$ cat src/rtl/mem_bus_arbiter.sv
// ----------------------------------------------------------------------------
// mem_bus_arbiter
//   Two-master round-robin arbiter for the native picorv32 memory bus.
//   Master 0 is the CPU and master 1 is a secondary master such as a DMA or a
//   debug loader. Both share one slave bus that feeds the ROM/RAM/LED/UART
//   decode. A grant is held until the slave answers with ready. The arbiter
//   always passes through IDLE between transfers, so s_valid drops for at
//   least one cycle between back-to-back transfers.
//
// Optional feature (macro ARB_TIMEOUT_EN):
//   When defined, a 16-bit counter runs while a grant is held. If the slave
//   has not answered after TIMEOUT_CYCLES cycles, the owner receives a forced
//   ready with ABORT_RDATA, s_valid is dropped in that cycle, and the sticky
//   err flag is set. err_addr keeps the address of the first aborted transfer.
//   When undefined, a grant waits for the slave indefinitely and
//   o_err / o_err_addr are constant zero.
//
// Parameters:
//   TIMEOUT_CYCLES  cycles a grant may wait for i_s_ready (1..65535)
//   ABORT_RDATA     read data returned on an aborted transfer
//
// Ports:
//   i_clk, i_rst            clock; synchronous active-high reset
//   i_mX_valid/instr/addr/wdata/wstrb   master X request (wstrb 0 = read)
//   o_mX_ready/rdata                    master X response
//   o_s_valid/instr/addr/wdata/wstrb    request to the slave decode
//   i_s_ready/rdata                     slave response
//   o_grant                 one-hot owner (bit0 = m0, bit1 = m1), 00 when idle
//   o_err                   sticky abort flag
//   o_err_addr              address of the first aborted transfer
// ----------------------------------------------------------------------------
module mem_bus_arbiter #(
  parameter int unsigned TIMEOUT_CYCLES = 255,
  parameter logic [31:0] ABORT_RDATA    = 32'hDEAD_BEEF
) (
  input  logic        i_clk,
  input  logic        i_rst,
  input  logic        i_m0_valid,
  input  logic        i_m0_instr,
  input  logic [31:0] i_m0_addr,
  input  logic [31:0] i_m0_wdata,
  input  logic [3:0]  i_m0_wstrb,
  output logic        o_m0_ready,
  output logic [31:0] o_m0_rdata,
  input  logic        i_m1_valid,
  input  logic        i_m1_instr,
  input  logic [31:0] i_m1_addr,
  input  logic [31:0] i_m1_wdata,
  input  logic [3:0]  i_m1_wstrb,
  output logic        o_m1_ready,
  output logic [31:0] o_m1_rdata,
  output logic        o_s_valid,
  output logic        o_s_instr,
  output logic [31:0] o_s_addr,
  output logic [31:0] o_s_wdata,
  output logic [3:0]  o_s_wstrb,
  input  logic        i_s_ready,
  input  logic [31:0] i_s_rdata,
  output logic [1:0]  o_grant,
  output logic        o_err,
  output logic [31:0] o_err_addr
);

  // Reject an out-of-range timeout at elaboration time.
  if ((TIMEOUT_CYCLES < 32'd1) || (TIMEOUT_CYCLES > 32'd65535)) begin : g_bad_timeout
    $error("mem_bus_arbiter: TIMEOUT_CYCLES must be 1..65535");
  end

  typedef enum logic [1:0] {
    ST_IDLE = 2'd0,
    ST_GNT0 = 2'd1,
    ST_GNT1 = 2'd2
  } state_t;

  state_t      r_state;
  state_t      w_state_nxt;
  logic        r_last;        // owner of the most recently completed grant
  logic        w_last_nxt;
  logic        w_granted;
  logic        w_own_idx;     // 0 = m0 owns the bus, 1 = m1
  logic        w_abort;       // timeout abort in the current cycle
  logic        w_own_valid;
  logic        w_own_instr;
  logic [31:0] w_own_addr;
  logic [31:0] w_own_wdata;
  logic [3:0]  w_own_wstrb;
  logic        w_rsp_ready;
  logic [31:0] w_rsp_rdata;

  assign w_granted = (r_state == ST_GNT0) || (r_state == ST_GNT1);
  assign w_own_idx = (r_state == ST_GNT1);

  // Request fields of the current owner (m0 when idle; masked later).
  always_comb begin
    if (w_own_idx) begin
      w_own_valid = i_m1_valid;
      w_own_instr = i_m1_instr;
      w_own_addr  = i_m1_addr;
      w_own_wdata = i_m1_wdata;
      w_own_wstrb = i_m1_wstrb;
    end else begin
      w_own_valid = i_m0_valid;
      w_own_instr = i_m0_instr;
      w_own_addr  = i_m0_addr;
      w_own_wdata = i_m0_wdata;
      w_own_wstrb = i_m0_wstrb;
    end
  end

  // An abort substitutes for the slave response for exactly one cycle.
  assign w_rsp_ready = i_s_ready || w_abort;
  assign w_rsp_rdata = w_abort ? ABORT_RDATA : i_s_rdata;

  // State and round-robin history register.
  always_ff @(posedge i_clk) begin
    if (i_rst) begin
      r_state <= ST_IDLE;
      r_last  <= 1'b1;   // m0 wins the first tie
    end else begin
      r_state <= w_state_nxt;
      r_last  <= w_last_nxt;
    end
  end

  // Next-state: arbitration in IDLE, release on ready, abort or dropped valid.
  always_comb begin
    w_state_nxt = r_state;
    w_last_nxt  = r_last;
    case (r_state)
      ST_IDLE: begin
        if (i_m0_valid && i_m1_valid) begin
          w_state_nxt = r_last ? ST_GNT0 : ST_GNT1;
        end else if (i_m0_valid) begin
          w_state_nxt = ST_GNT0;
        end else if (i_m1_valid) begin
          w_state_nxt = ST_GNT1;
        end else begin
          w_state_nxt = ST_IDLE;
        end
      end
      ST_GNT0, ST_GNT1: begin
        if (i_s_ready || w_abort) begin
          w_state_nxt = ST_IDLE;
          w_last_nxt  = w_own_idx;
        end else if (!w_own_valid) begin
          // Owner withdrew without a response: release, history unchanged.
          w_state_nxt = ST_IDLE;
        end else begin
          w_state_nxt = r_state;
        end
      end
      default: begin
        w_state_nxt = ST_IDLE;
      end
    endcase
  end

  // Output steering: owner drives the slave bus, slave response goes back.
  always_comb begin
    o_s_valid  = 1'b0;
    o_s_instr  = 1'b0;
    o_s_addr   = 32'h0000_0000;
    o_s_wdata  = 32'h0000_0000;
    o_s_wstrb  = 4'b0000;
    o_m0_ready = 1'b0;
    o_m0_rdata = 32'h0000_0000;
    o_m1_ready = 1'b0;
    o_m1_rdata = 32'h0000_0000;
    o_grant    = 2'b00;
    if (w_granted) begin
      o_s_valid = w_own_valid && !w_abort;
      o_s_instr = w_own_instr;
      o_s_addr  = w_own_addr;
      o_s_wdata = w_own_wdata;
      o_s_wstrb = w_own_wstrb;
      if (w_own_idx) begin
        o_grant    = 2'b10;
        o_m1_ready = w_rsp_ready;
        o_m1_rdata = w_rsp_rdata;
      end else begin
        o_grant    = 2'b01;
        o_m0_ready = w_rsp_ready;
        o_m0_rdata = w_rsp_rdata;
      end
    end else begin
      o_grant = 2'b00;
    end
  end

`ifdef ARB_TIMEOUT_EN
  localparam logic [15:0] LP_TO_LIMIT = 16'(TIMEOUT_CYCLES);

  logic [15:0] r_to_cnt;
  logic        r_err;
  logic [31:0] r_err_addr;

  assign w_abort = w_granted && !i_s_ready && (r_to_cnt == LP_TO_LIMIT);

  // Timeout counter (zero while idle, so every grant starts from 0) and
  // sticky error capture of the first aborted address.
  always_ff @(posedge i_clk) begin
    if (i_rst) begin
      r_to_cnt   <= 16'd0;
      r_err      <= 1'b0;
      r_err_addr <= 32'h0000_0000;
    end else begin
      if (!w_granted) begin
        r_to_cnt <= 16'd0;
      end else if (!i_s_ready) begin
        r_to_cnt <= r_to_cnt + 16'd1;
      end else begin
        r_to_cnt <= r_to_cnt;
      end
      if (w_abort) begin
        r_err <= 1'b1;
        if (!r_err) begin
          r_err_addr <= w_own_addr;
        end else begin
          r_err_addr <= r_err_addr;
        end
      end else begin
        r_err      <= r_err;
        r_err_addr <= r_err_addr;
      end
    end
  end

  assign o_err      = r_err;
  assign o_err_addr = r_err_addr;
`else
  assign w_abort    = 1'b0;
  assign o_err      = 1'b0;
  assign o_err_addr = 32'h0000_0000;
`endif

endmodule

$ cat config.mk
export PLATFORM = sky130hd
export DESIGN_NAME = mem_bus_arbiter
export DESIGN_NICKNAME = d
export VERILOG_FILES = /design/src/rtl/mem_bus_arbiter.sv
export SDC_FILE = /design/constraint.sdc
export NUM_CORES = 1
export LEC_CHECK = 0
export BUFFER_PORTS_ARGS = -buffer_cell sky130_fd_sc_hd__buf_4
export CAP_MARGIN = 10
export CORE_AREA = 2 2 136 138
export CTS_BUF_LIST = sky130_fd_sc_hd__clkbuf_4 sky130_fd_sc_hd__clkbuf_8 sky130_fd_sc_hd__clkbuf_16
export CTS_CLUSTER_DIAMETER = 50
export CTS_CLUSTER_SIZE = 12
export DETAILED_ROUTE_END_ITERATION = 7
export DIE_AREA = 0 0 138 140
export SYNTH_ARGS = -nofsm -noshare
export SYNTH_HDL_FRONTEND = slang
export SYNTH_SLANG_ARGS = --single-unit
$ cat constraint.sdc
create_clock -name i_clk -period 3.82 [get_ports i_clk]
set_clock_uncertainty 0.1 [all_clocks]
set_input_delay 0.955 -clock i_clk [delete_from_list [all_inputs] [get_ports i_clk]]
set_output_delay 0.955 -clock i_clk [all_outputs]
set_load 0.005 [all_outputs]
Word-level counts from Yosys, hierarchy flattened
Cells that the tools add are included.
- equality and inequality tests: 3
- muxes and demuxes: 27
- reduce and logical (&&, ||, !) cells: 5
- operator list (cell ; count):
    $mux W32 ; 8
    $mux W2 ; 8
    $mux W1 ; 8
    $mux W4 ; 2
    $pmux W2 S2 ; 1
    $ne A3 B3 Y1 const B ; 1
    $eq A2 B1 Y1 const B ; 1
    $eq A2 B2 Y1 const B ; 1
    $logic_not A2 Y1 ; 1
    $reduce_and A2 Y1 ; 1
    $reduce_or A2 Y1 ; 1
    $logic_and A1 B1 Y1 ; 1
    $logic_or A1 B1 Y1 ; 1
- logic and storage cells: 37
- input port bits: 175
- bits in registers: 3

Logic depth before layout (Yosys ltp)
- word-level depth: 5
- depth in mapped cells: 6

Worst setup path before layout
Ideal clock, no wire load.
- path type: input to output
- start: input i_m1_valid
- end: output o_s_valid
- setup slack: 1453 ps
- required time: 2765 ps
- cell stages on the path: 2
- arrival time: 1312 ps
- cell sequence: mux2i_1 -> nor2b_1
- longest elaborated chain between the ends: 2
- ends and longest elaborated chain (item ; RTL line ; RTL):
    start: declaration ; 45 ; input logic i_m1_valid,
    $mux W1 ; 95 ; if (w_own_idx) begin
    $mux W1 ; 170 ; if (w_granted) begin
    end: declaration ; 52 ; output logic o_s_valid,
Every way passes these cells.

Final worst setup path
- start: register r_state[1]
- end: output o_m0_ready
- longest elaborated chain between the ends: 3
- ends and longest elaborated chain (item ; RTL line ; RTL):
    start: declaration ; 75 ; state_t r_state;
    start signal: assignment ; 120 ; r_state <= w_state_nxt;
    $eq A2 B2 Y1 / $eq A2 B1 Y1 (equally long branches) ; 90, 91 ;
    $mux W1 / $logic_or A1 B1 Y1 (equally long branches) ; 176, 90 ;
    $mux W1 * ; 170 ;
    end: declaration ; 43 ; output logic o_m0_ready,
Every way passes the cells marked *; elsewhere a longest branch is shown, timed or not.

==> impl_metrics.py <==
metrics = {
    "placed_design": {
        "port_buffers": 312,
        "place_congestion": 0.7313,
        "hpwl_um": 8278,
    },
    "clock_network": {
        "cts_sinks": 3,
        "h-tree-depth": 1,
        "cts-root-buf": "clkbuf_16",
        "cts_made_buffers": 3,
        "cts_resized": 0,
        "cts_buffer_depth": 2,
        "post_cts_buffers": 0,
        "cts_tree": "built",
        "clk_pin_slew_worst_paths_ns": 0.03,
        "cts_hold_buf": 0,
        "insertion_delay_ns": 0.22,
    },
    "worst_setup_path": {
        "worstPathCellList": "inv_1 -> ha_2 -> and2b_1 -> and2_1 -> buf_4",
        "max_stage_delay_ns": 0.69,
        "crit_type": "reg2out",
        "slowest_stage": "and2b_1",
        "cp.arrival_ns": 2.11,
        "reg2regPathDepth": 6,
        "required_ns": 2.76,
        "cp-start-kind": "flip-flop",
        "endpoint_kind": "primary output",
        "path_max_fanout": 33,
    },
    "synthesis": {
        "syn_avg_cell_area_sq_um": 7.648,
        "synthCells": 285,
        "yosysWarnings": 0,
        "post_synth_num_cell_types": 20,
        "synth-seq-cells": 3,
        "syn_area_sq_um": 2180,
        "ys_seq_area_share_pct": 2.755,
    },
    "floorplanning": {
        "initial_utilization_pct": 12.26,
        "ios": 346,
        "row_count": 49,
        "design.core.area_sq_um": 17780,
        "die_x_um": 138,
        "die_h_um": 140,
        "die-area_sq_um": 19320,
    },
    "detailed_routing": {
        "routed_wl_um": 9830,
        "vias_per_cell": 3.480,
        "antenna_left": 0,
        "drc": 0,
        "vias": 2815,
        "drt_iter0_drc": 107,
        "post_drt_wl_per_cell_um": 12.15,
        "dr.pass1.iters": 4,
    },
    "power_and_ir_drop": {
        "ir_drop_uv": 171.6,
        "power.density_nw_per_um2": 166.8,
        "p_leak_uw": 0.002335,
    },
    "sta": {
        "setup_viol": 0,
        "worst_pin_slew_ns": 0.8544,
        "slew_viol_final": 0,
        "rsz0062_at_grt": "no",
        "fmaxAchievable_ghz": 0.3162,
        "hold_violations": 0,
        "slew_headroom_pct": 43.04,
        "whs_ns": 0.4693,
        "period_share_pct": 82.80,
        "setup_tns_ns": 0,
        "post-route-min-period_ns": 3.163,
    },
    "layout": {
        "seq_area_sq_um": 60.06,
        "final_common_cell": "buf_4",
        "nets": 760,
        "antenna_cells": 0,
        "multiInputGateArea_sq_um": 1822,
        "layout-drive-gt1-share_pct": 55.34,
        "layout_common_cells": "buf_4 (314), mux2i_1 (70), nor2b_1 (70), and2_1 (68), conb_1 (33)",
        "areaGrowthSynthToFinish_pct": 112.9,
        "fillCellCount": 1960,
    },
    "job": {
        "max_cap_viol_count": 0,
    },
    "global_route": {
        "grt_max_degree": 73,
        "grt_pass1_wl_um": 14540,
        "grt_usage_pct": 8.907,
        "overflow": 0,
        "grt_pass1_vias": 2684,
        "antenna_found_initial": 0,
    },
    "min_path": {
        "whs_path_depth": 2,
        "hp-class": "reg2reg",
    },
    "status": {
        "outcome": "finished clean",
    },
}
==> flip-flops by register name, summed over array words and instances, names as in the netlist <==
name / flops
r_state: 2
r_last: 1
==> metal layers <==
layer / global-route usage (%) / wire length (um) / part of all wire, % / vias up
li1: - / - / - / 1442
met1: 11.15 / 3979 / 40 / 1242
met2: 16.31 / 5184 / 53 / 125
met3: 1.846 / 607 / 6.2 / 6
met4: 0.8056 / 59 / 0.60 / 0
met5: 0 / 0 / 0 / -
==> where the power goes <==
part	switching (uW)	leakage [uW]	internal [uW]
clock network	28.7	0.0000416	145
registers	1.96	0.0000247	34.1
logic	216	0.00227	348
total	247	0.00234	527
==> cell usage after synthesis <==
cell / number / area [sq um]
clkbuf_2: 3 / 15.01
buf_2: 1 / 5.000
and2_1: 68 / 425.4
nand2_1: 1 / 3.750
clkbuf_1: 10 / 37.54
buf_4: 35 / 262.8
nand2b_1: 2 / 12.51
dfxtp_1: 3 / 60.06
o2111ai_1: 2 / 17.52
o21ai_1: 1 / 5.000
o41ai_1: 2 / 17.52
nor2b_1: 70 / 437.9
inv_1: 3 / 11.26
buf_8: 6 / 90.09
and2b_1: 1 / 7.510
ha_1: 4 / 50.05
a21oi_1: 1 / 5.000
mux2i_1: 70 / 700.7
buf_6: 1 / 11.26
conb_1: 1 / 3.750
==> worst max-delay path: cells and delay by family, from the launching register on <==
| family | cells | cell delay, ns |
|---|---|---|
| simple gates | 2 | 0.96 |
| flops | 1 | 0.38 |
| fa+ha+maj | 1 | 0.33 |
| buf+inv | 2 | 0.22 |
==> per-stage QoR <==
stage	area, sq um	instances	power [uW]	utilization [%]	worst slack, ns
3_3_place_gp	4557	805	603.7	25.63	0.9243
6_report	4639	809	773.7	26.09	0.6572
5_1_grt	4639	809	833.9	26.09	0.4475
3_5_place_dp	4557	805	606.7	25.63	0.8760
4_1_cts	4639	809	783.8	26.09	0.6355
2_1_floorplan	2300	317	296.1	-	1.453
==> logic make-up (layout without fill, tap and decap cells) <==
kind of cell / Yosys count / in the layout / share of synthesized area, %
adders and majority gates: 4 / 4 / 2.296
and+or+nand+nor: 142 / 142 / 40.70
buffers and inverters: 59 / 322 / 19.86
AOI/OAI and AO/OA: 6 / 6 / 2.066
muxes: 70 / 70 / 32.15
other: 1 / 33 / 0.1721
DFF: 3 / 3 / 2.756
==> cell type report <==
| cell class | instances | area share [%] |
|---|---|---|
| clock buffer | 4 | 1.780 |
| inverter | 3 | 0.2427 |
| multi-input combinational | 255 | 39.27 |
| sequential | 3 | 1.294 |
| tap | 229 | 6.176 |
| timing repair buffer | 315 | 51.24 |
==> path summary, 6_finish.rpt <==
check | end | slack (ns) | startpoint
worst max-delay path | o_m0_ready | 0.66 | r_state[1]$_SDFFE_PP0P_
worst min register to register | r_last$_SDFFE_PP1P_ | 0.47 | r_last$_SDFFE_PP1P_
worst max register to register | r_state[1]$_SDFFE_PP0P_ | 1.73 | r_state[1]$_SDFFE_PP0P_
worst min-delay path | r_last$_SDFFE_PP1P_ | 0.47 | r_last$_SDFFE_PP1P_
Power figures use the tool's default switching activity.
